<file path="config.mk">
export PLATFORM = sky130hd
export DESIGN_NAME = alu_input_sequencer_flat
export DESIGN_NICKNAME = d
export VERILOG_FILES = /design/src/rtl/alu_pkg.sv /design/src/rtl/alu_input_sequencer_if.sv /design/src/rtl/alu_input_sequencer_btn_press.sv /design/src/rtl/alu_input_sequencer.sv /design/src/flat_wrapper.sv
export SDC_FILE = /design/constraint.sdc
export NUM_CORES = 1
export LEC_CHECK = 0
export ABC_AREA = 1
export CAP_MARGIN = 20
export CORE_MARGIN = 8
export CORE_UTILIZATION = 37
export DETAILED_ROUTE_END_ITERATION = 8
export GPL_ROUTABILITY_DRIVEN = 1
export PLACE_DENSITY = 0.71
export SYNTH_ARGS = -nofsm -noshare
export SYNTH_HDL_FRONTEND = slang
export SYNTH_SLANG_ARGS = --single-unit
</file>
<file path="constraint.sdc">
create_clock -name clk -period 1.56 [get_ports clk]
set_input_delay 0.312 -clock clk [delete_from_list [all_inputs] [get_ports clk]]
set_output_delay 0.312 -clock clk [all_outputs]
set_load 0.005 [all_outputs]
</file>
<file path="src/rtl/alu_pkg.sv">
// alu_pkg: ALU operation codes and the input-sequencer state type.
package alu_pkg;

  localparam logic [3:0] OP_AND = 4'd0;
  localparam logic [3:0] OP_OR  = 4'd1;
  localparam logic [3:0] OP_XOR = 4'd2;
  localparam logic [3:0] OP_SHL = 4'd3;
  localparam logic [3:0] OP_SHR = 4'd4;

  typedef enum logic [2:0] {
    SEQ_A    = 3'd0,
    SEQ_B    = 3'd1,
    SEQ_OP   = 3'd2,
    SEQ_EXEC = 3'd3,
    SEQ_HOLD = 3'd4
  } seq_state_t;

endpackage

</file>
<file path="src/rtl/alu_input_sequencer_if.sv">
// alu_input_sequencer_if: switch/button inputs and ALU operand outputs of the
// input sequencer. slave = sequencer side, master = stimulus/consumer side.
interface alu_input_sequencer_if #(
  parameter int N = 4
);
  logic [N-1:0] sw;
  logic [3:0]   op_sw;
  logic         btn;
  logic [N-1:0] a;
  logic [N-1:0] b;
  logic [N-1:0] data_shifts;
  logic [N-1:0] shift_number;
  logic [3:0]   operation;
  logic         op_valid;
  logic [2:0]   stage;

  modport slave (
    input  sw, op_sw, btn,
    output a, b, data_shifts, shift_number, operation, op_valid, stage
  );

  modport master (
    output sw, op_sw, btn,
    input  a, b, data_shifts, shift_number, operation, op_valid, stage
  );
endinterface

</file>
<file path="src/rtl/alu_input_sequencer_btn_press.sv">
// btn_press: synchronizes the asynchronous push-button and turns each press
// into a single-cycle pulse. With ALU_SEQ_DEBOUNCE_EN defined the pulse fires
// only after DB_CYCLES consecutive synchronized-high cycles; otherwise it
// fires on the synchronized rising edge.
module btn_press #(
  parameter int DB_CYCLES = 16
) (
  input  logic clk,
  input  logic rst,
  input  logic btn,
  output logic press
);

  logic [1:0] sync;
  logic       btn_s;

  // two-flop synchronizer for the asynchronous button
  always_ff @(posedge clk or posedge rst) begin
    if (rst) sync <= '0;
    else     sync <= {sync[0], btn};
  end

  assign btn_s = sync[1];

`ifdef ALU_SEQ_DEBOUNCE_EN
  localparam int CW = $clog2(DB_CYCLES + 1);
  logic [CW-1:0] cnt;

  // count consecutive high cycles, saturating so a long hold fires only once
  always_ff @(posedge clk or posedge rst) begin
    if (rst)                         cnt <= '0;
    else if (!btn_s)                 cnt <= '0;
    else if (cnt != CW'(DB_CYCLES))  cnt <= cnt + 1'b1;
  end

  // fires on the DB_CYCLES-th consecutive high cycle
  assign press = btn_s && (cnt == CW'(DB_CYCLES - 1));
`else
  logic prev;

  // previous synchronized level for rising-edge detection
  always_ff @(posedge clk or posedge rst) begin
    if (rst) prev <= 1'b0;
    else     prev <= btn_s;
  end

  assign press = btn_s & ~prev;
`endif

endmodule

</file>
<file path="src/rtl/alu_input_sequencer.sv">
// alu_input_sequencer: steps a user through loading ALU operand A, operand B
// and the operation code with one push-button, then pulses op_valid once.
// Optional button debounce is enabled by defining ALU_SEQ_DEBOUNCE_EN.
module alu_input_sequencer
  import alu_pkg::*;
#(
  parameter int N         = 4,
  parameter int DB_CYCLES = 16
) (
  input logic                  clk,
  input logic                  rst,
  alu_input_sequencer_if.slave bus
);

  localparam logic [2:0] S_A    = SEQ_A;
  localparam logic [2:0] S_B    = SEQ_B;
  localparam logic [2:0] S_OP   = SEQ_OP;
  localparam logic [2:0] S_EXEC = SEQ_EXEC;
  localparam logic [2:0] S_HOLD = SEQ_HOLD;

  logic         press;
  logic [2:0]   state;
  logic [N-1:0] a_q;
  logic [N-1:0] b_q;
  logic [3:0]   op_q;

  btn_press #(.DB_CYCLES(DB_CYCLES)) u_btn (
    .clk   (clk),
    .rst   (rst),
    .btn   (bus.btn),
    .press (press)
  );

  // sequencer FSM and operand capture; a press in S_EXEC is simply ignored
  always_ff @(posedge clk or posedge rst) begin
    if (rst) begin
      state <= S_A;
      a_q   <= '0;
      b_q   <= '0;
      op_q  <= '0;
    end else begin
      case (state)
        S_A: if (press) begin
          a_q   <= bus.sw;
          state <= S_B;
        end
        S_B: if (press) begin
          b_q   <= bus.sw;
          state <= S_OP;
        end
        S_OP: if (press) begin
          op_q  <= bus.op_sw;
          state <= S_EXEC;
        end
        S_EXEC: state <= S_HOLD;
        S_HOLD: if (press) state <= S_A;
        default: state <= S_A;
      endcase
    end
  end

  assign bus.a            = a_q;
  assign bus.data_shifts  = a_q;
  assign bus.b            = b_q;
  assign bus.shift_number = b_q;
  assign bus.operation    = op_q;
  assign bus.op_valid     = (state == S_EXEC);
  assign bus.stage        = state;

endmodule

</file>
<file path="src/flat_wrapper.sv">
// flat-port wrapper written by rule: the top's interface ports become plain ports
module alu_input_sequencer_flat import alu_pkg::*;
#(
  parameter int N         = 4,
  parameter int DB_CYCLES = 16
)
  (clk, rst, bus_sw, bus_op_sw, bus_btn, bus_a, bus_b, bus_data_shifts, bus_shift_number, bus_operation, bus_op_valid, bus_stage);
  alu_input_sequencer_if #(.N(N)) bus_i ();
  input logic clk;
  input logic rst;
  input wire logic [$bits(bus_i.sw)-1:0] bus_sw;
  input wire logic [$bits(bus_i.op_sw)-1:0] bus_op_sw;
  input wire logic [$bits(bus_i.btn)-1:0] bus_btn;
  output wire logic [$bits(bus_i.a)-1:0] bus_a;
  output wire logic [$bits(bus_i.b)-1:0] bus_b;
  output wire logic [$bits(bus_i.data_shifts)-1:0] bus_data_shifts;
  output wire logic [$bits(bus_i.shift_number)-1:0] bus_shift_number;
  output wire logic [$bits(bus_i.operation)-1:0] bus_operation;
  output wire logic [$bits(bus_i.op_valid)-1:0] bus_op_valid;
  output wire logic [$bits(bus_i.stage)-1:0] bus_stage;
  assign bus_i.sw = bus_sw;
  assign bus_i.op_sw = bus_op_sw;
  assign bus_i.btn = bus_btn;
  assign bus_a = bus_i.a;
  assign bus_b = bus_i.b;
  assign bus_data_shifts = bus_i.data_shifts;
  assign bus_shift_number = bus_i.shift_number;
  assign bus_operation = bus_i.operation;
  assign bus_op_valid = bus_i.op_valid;
  assign bus_stage = bus_i.stage;
  alu_input_sequencer #(.N(N), .DB_CYCLES(DB_CYCLES)) u_core (.clk(clk), .rst(rst), .bus(bus_i));
endmodule
</file>
[Word-level counts from Yosys, hierarchy flattened]
Index checks and enable logic that the tools add are counted.
Cells by class
  eq/ne operators: 8
  multiplexer cells: 5
  bitwise operators: 2
  reductions and logical operators: 5
Operator list (count)
  one-hot mux 3 bit (5 select lines): 1
  2-to-1 mux 3 bit: 4
  != test 2 x 1 -> 1 bit, second input constant: 4
  equality test 3 x 2 -> 1 bit, second input constant: 2
  AND reduction 2 bit: 3
  AND reduction 4 bit: 1
  equality test 3 x 1 -> 1 bit, second input constant: 1
  equality test 3 bit, second input constant: 1
  logical NOT 3 bit: 1
  bitwise AND 1 bit: 1
  NOT 1 bit: 1
Storage, ports and cells
  flip-flop bits (word level): 18
  word-level logic and storage cells: 26

[Depth between registers and ports, before layout]
  depth in word-level cells: 4
  depth in mapped cells: 5
  mapped depth without buffers: 5

[Modules after synthesis]
From an unflattened synthesis, not the netlist that was laid out.
Unflattened totals
  cell total of the unflattened synthesis: 88
  area, all modules: 813.3 µm²
Modules (own cells, without submodules)
  alu_input_sequencer: instances 1, cells an instance 82, area each 724.4 µm², sequential area each 375.4 µm²
  btn_press: instances 1, cells an instance 6, area each 88.8 µm², sequential area each 75.1 µm²

[Worst setup path before layout]
OpenSTA, ideal clock, no wires.
  kind: register to output
  start: register u_core.state[1] (netlist: u_core.bus.stage[1])
  end: output bus_op_valid
  data arrival time: 0.725 ns
  required time: 1.248 ns
  path slack: 0.523 ns
  cell stages (with the launch flop): 4
  path buffers: 1
  cell sequence: dfrtp_1 buf_6 inv_2 nor2_1
On the way
  cells in the longest elaborated chain, start to end: 1
RTL lines
  from (decl): line alu_input_sequencer.sv:22  | logic [2:0] state;
  from (signal assigned): line alu_input_sequencer.sv:37  | state <= S_A;
  from (signal assigned): line alu_input_sequencer.sv:45  | state <= S_B;
  from (signal assigned): line alu_input_sequencer.sv:49  | state <= S_OP;
  equality test 3 x 2 -> 1 bit: line alu_input_sequencer.sv:67  | assign bus.op_valid = (state == S_EXEC);
  to (decl): line flat_wrapper.sv:19  | output wire logic [$bits(bus_i.op_valid)-1:0] bus_op_valid;
No other way between the ends.

[Worst setup path in the final report]
  start: register u_core.b_q[3] (netlist: u_core.bus.b[3])
  end: output bus_b[3]
RTL lines
  from (decl): line alu_input_sequencer.sv:24  | logic [N-1:0] b_q;
  from (signal assigned): line alu_input_sequencer.sv:48  | b_q <= bus.sw;
  to (decl): line flat_wrapper.sv:15  | output wire logic [$bits(bus_i.b)-1:0] bus_b;
No word-level cell between the ends.

==> flow_metrics.tcl <==
set metrics [dict create \
    placed_cells 142 \
    finalClockSkew_ps 5.05 \
    grt_pass1_wl_um 3240 \
    yosysMostFrequentCell "nand2_1" \
    synth.avg_cell_area_um2 9.76 \
    p_per_area_mw_per_mm2 1800 \
    grt_max_degree 19 \
    drv_slew 0 \
    synth_edf_count 0 \
    track_usage_pct 9.62 \
    setup_violations 0 \
    ant_nets 0 \
    htree_levels 1 \
    synth_ff_type "dfrtp_1" \
    path_class "flip-flop to output port" \
    drt-pass1-iter-count 2 \
    wl_um 1910 \
    path_delay_family "buffers and inverters" \
    timing.final.crit_share_pct 96.1 \
    crit_path_end_kind "output port" \
    pin_count 35 \
    worstPathArrival_ps 1190 \
    yosysWarnings 0 \
    seq_area_frac_synth_pct 53.7 \
    hold_path_class "input port to asynchronous set/reset pin" \
    path_max_fanout 3 \
    dp_hpwl_um 1500 \
    cts_hold_buf 0 \
    io_buffers 34 \
    path_clk_slew_ps 110 \
    wire_per_inst_um 12.8 \
    ir_drop_mv 1.05 \
    yosys_register_bits 18 \
    rsz0062_at_grt "no" \
    clkSinkCount 18 \
    post_route_cells_drive_above_1_share_pct 17.4 \
    cpMaxStageDelayCell "clkdlybuf4s50_1" \
    finalCriticalPeriod_ps 1500 \
    synth_area_um2 840 \
    ys_async_sr_fraction_pct 100 \
    dp_slack_ps 102 \
    synth_nets 97 \
    start_util_pct 38.7 \
    worst-path-buf-inv 1 \
    clock_path_buffers 2 \
    antenna_found_initial 0 \
    coreArea_mm2 0.00217 \
    routed_via_density 4.60 \
    rows 17 \
    n_antenna_cell 0 \
    syn_inst 86 \
    num_vias 685 \
    cts_buffers 3 \
    synth_top_area_share_pct 53.7 \
    grt-ovfl-total 0 \
    areaGrowthSynthToFinish_pct 46.2 \
    die_w_um 63.6 \
    finalNetCount 133 \
    clkLatencyLatePin_ps 290 \
    grt_pass1_vias 714 \
    ys_top_cells_by_count "nand2_1 (28), dfrtp_1 (18), buf_4 (8), nand4_1 (8), nand3_1 (6)" \
    ctsRootBufferMaster "clkbuf_4" \
    relSlewSlack_pct 80.1 \
    yosys-top-cells-area "dfrtp_1 (54%), nand2_1 (13%), buf_4 (7.2%)" \
    status "completed" \
    critPathRequiredTime_ps 1250 \
    fp.dieH_um 63.6 \
    ys_types 15 \
    yosysTopAreaCell "dfrtp_1" \
    place_congestion 0.762 \
    critical-path-max-stage-delay_ps 520 \
    setup_ws_ps 61.0 \
    final.setup.tns_ps 0 \
    drc 0 \
    layout.cells.non_filler 149 \
    worst_pin_slew_ps 298 \
    path_cells "clkdlybuf4s50_1" \
    die-area_mm2 0.00405 \
    worstSetupStartpointType "flip-flop" \
    utilization_pct 56.6 \
    maxCapViolations 0 \
    p_leak_nw 0.626 \
    timing_hold_violations_final 0 \
    cts_tree "yes" \
    timing.fmax_mhz 667 \
    drt_iter0_markers 12 \
]
## cell usage in the layout (no fill, tap or decap), drive strengths merged
cell type      netlist  layout
buf                 11       8
clkbuf               0       4
clkdlybuf4s50        0      28
dfrtp               18      18
dlygate4sd2          0       2
dlymetal6s2s         0       4
inv                  5       5
nand2               28      28
nand3                9       9
nand4                8       8
nor2                 5       5
o21ai                1       1
o22ai                1       1
## cells by family after synthesis
logic type      share of synthesized area (%)
simple gates                             31.6
flops                                    53.7
buf+inv                                  13.4
compound gates                           1.34
## power by group
group          switching, mW  internal [mW]  total [mW]  leakage [nW]
logic                  0.470          0.674        1.14         0.385
clock network          0.141          0.142       0.283        0.0210
registers              0.131          0.654       0.784         0.220
total                  0.742           1.47        2.21         0.626
## state kept, by name, summed over array words and instances (netlist names)
name	flops
u_core.bus.operation	4
u_core.u_btn.prev	1
u_core.bus.a	4
u_core.bus.stage	3
u_core.bus.b	4
u_core.u_btn.sync	2
## tightest hold or removal path, cell delays in order
cell and delay, ps:
clkdlybuf4s50_1 390, inv_1 50, buf_4 240
## through the flow
| step | total power [mW] | hold slack (ps) | area [um^2] |
|---|---|---|---|
| after detailed placement | 1.94 | 336 | 1160 |
| after global placement | 1.92 | 335 | 1160 |
| after global routing | 2.39 | 349 | 1230 |
| after CTS | 2.24 | 324 | 1210 |
| after floorplan | 1.37 | 251 | 840 |
| final | 2.21 | 320 | 1230 |
## path summary, 6_finish.rpt
kind | from | endpoint | slack [ps] | cells past startpoint
max in group asynchronous | rst | u_core.bus.a[2]$_DFFE_PP0P_ | 1050 | 3
max reg2reg | u_core.bus.stage[2]$_DFFE_PP0P_ | u_core.bus.a[3]$_DFFE_PP0P_ | 220 | 6
min in group clk | u_core.u_btn.sync[0]$_DFF_PP0_ | u_core.u_btn.sync[1]$_DFF_PP0_ | 360 | 0
max | u_core.bus.b[3]$_DFFE_PP0P_ | bus_b[3] | 60 | 1
min | rst | u_core.bus.b[1]$_DFFE_PP0P_ | 320 | 3
min reg2reg | u_core.u_btn.sync[0]$_DFF_PP0_ | u_core.u_btn.sync[1]$_DFF_PP0_ | 360 | 0
## timing repair
action                     in CTS  in global routing
setup endpoints to repair       3                  7
resized for setup               2                  5
setup buffers                   2                  1
cloned                          0                  0
pin swaps                       0                  0
## final cells by class
class,instances,area (um^2)
clock buffer,4,36.3
fill,202,942
inverter,5,18.8
multi-input combinational,52,279
sequential,18,450
tap,28,35.0
timing repair buffer,42,408
## routing by layer
layer	part of all wire (%)	up-vias	routed length, um	GRT usage, %
li1	-	344	-	-
met1	40	321	761	9.49
met2	51	20	964	17.5
met3	9.5	0	182	5.12
met4	0	0	0	1.67
met5	0	-	0	0
(Power assumes the default switching activity.)
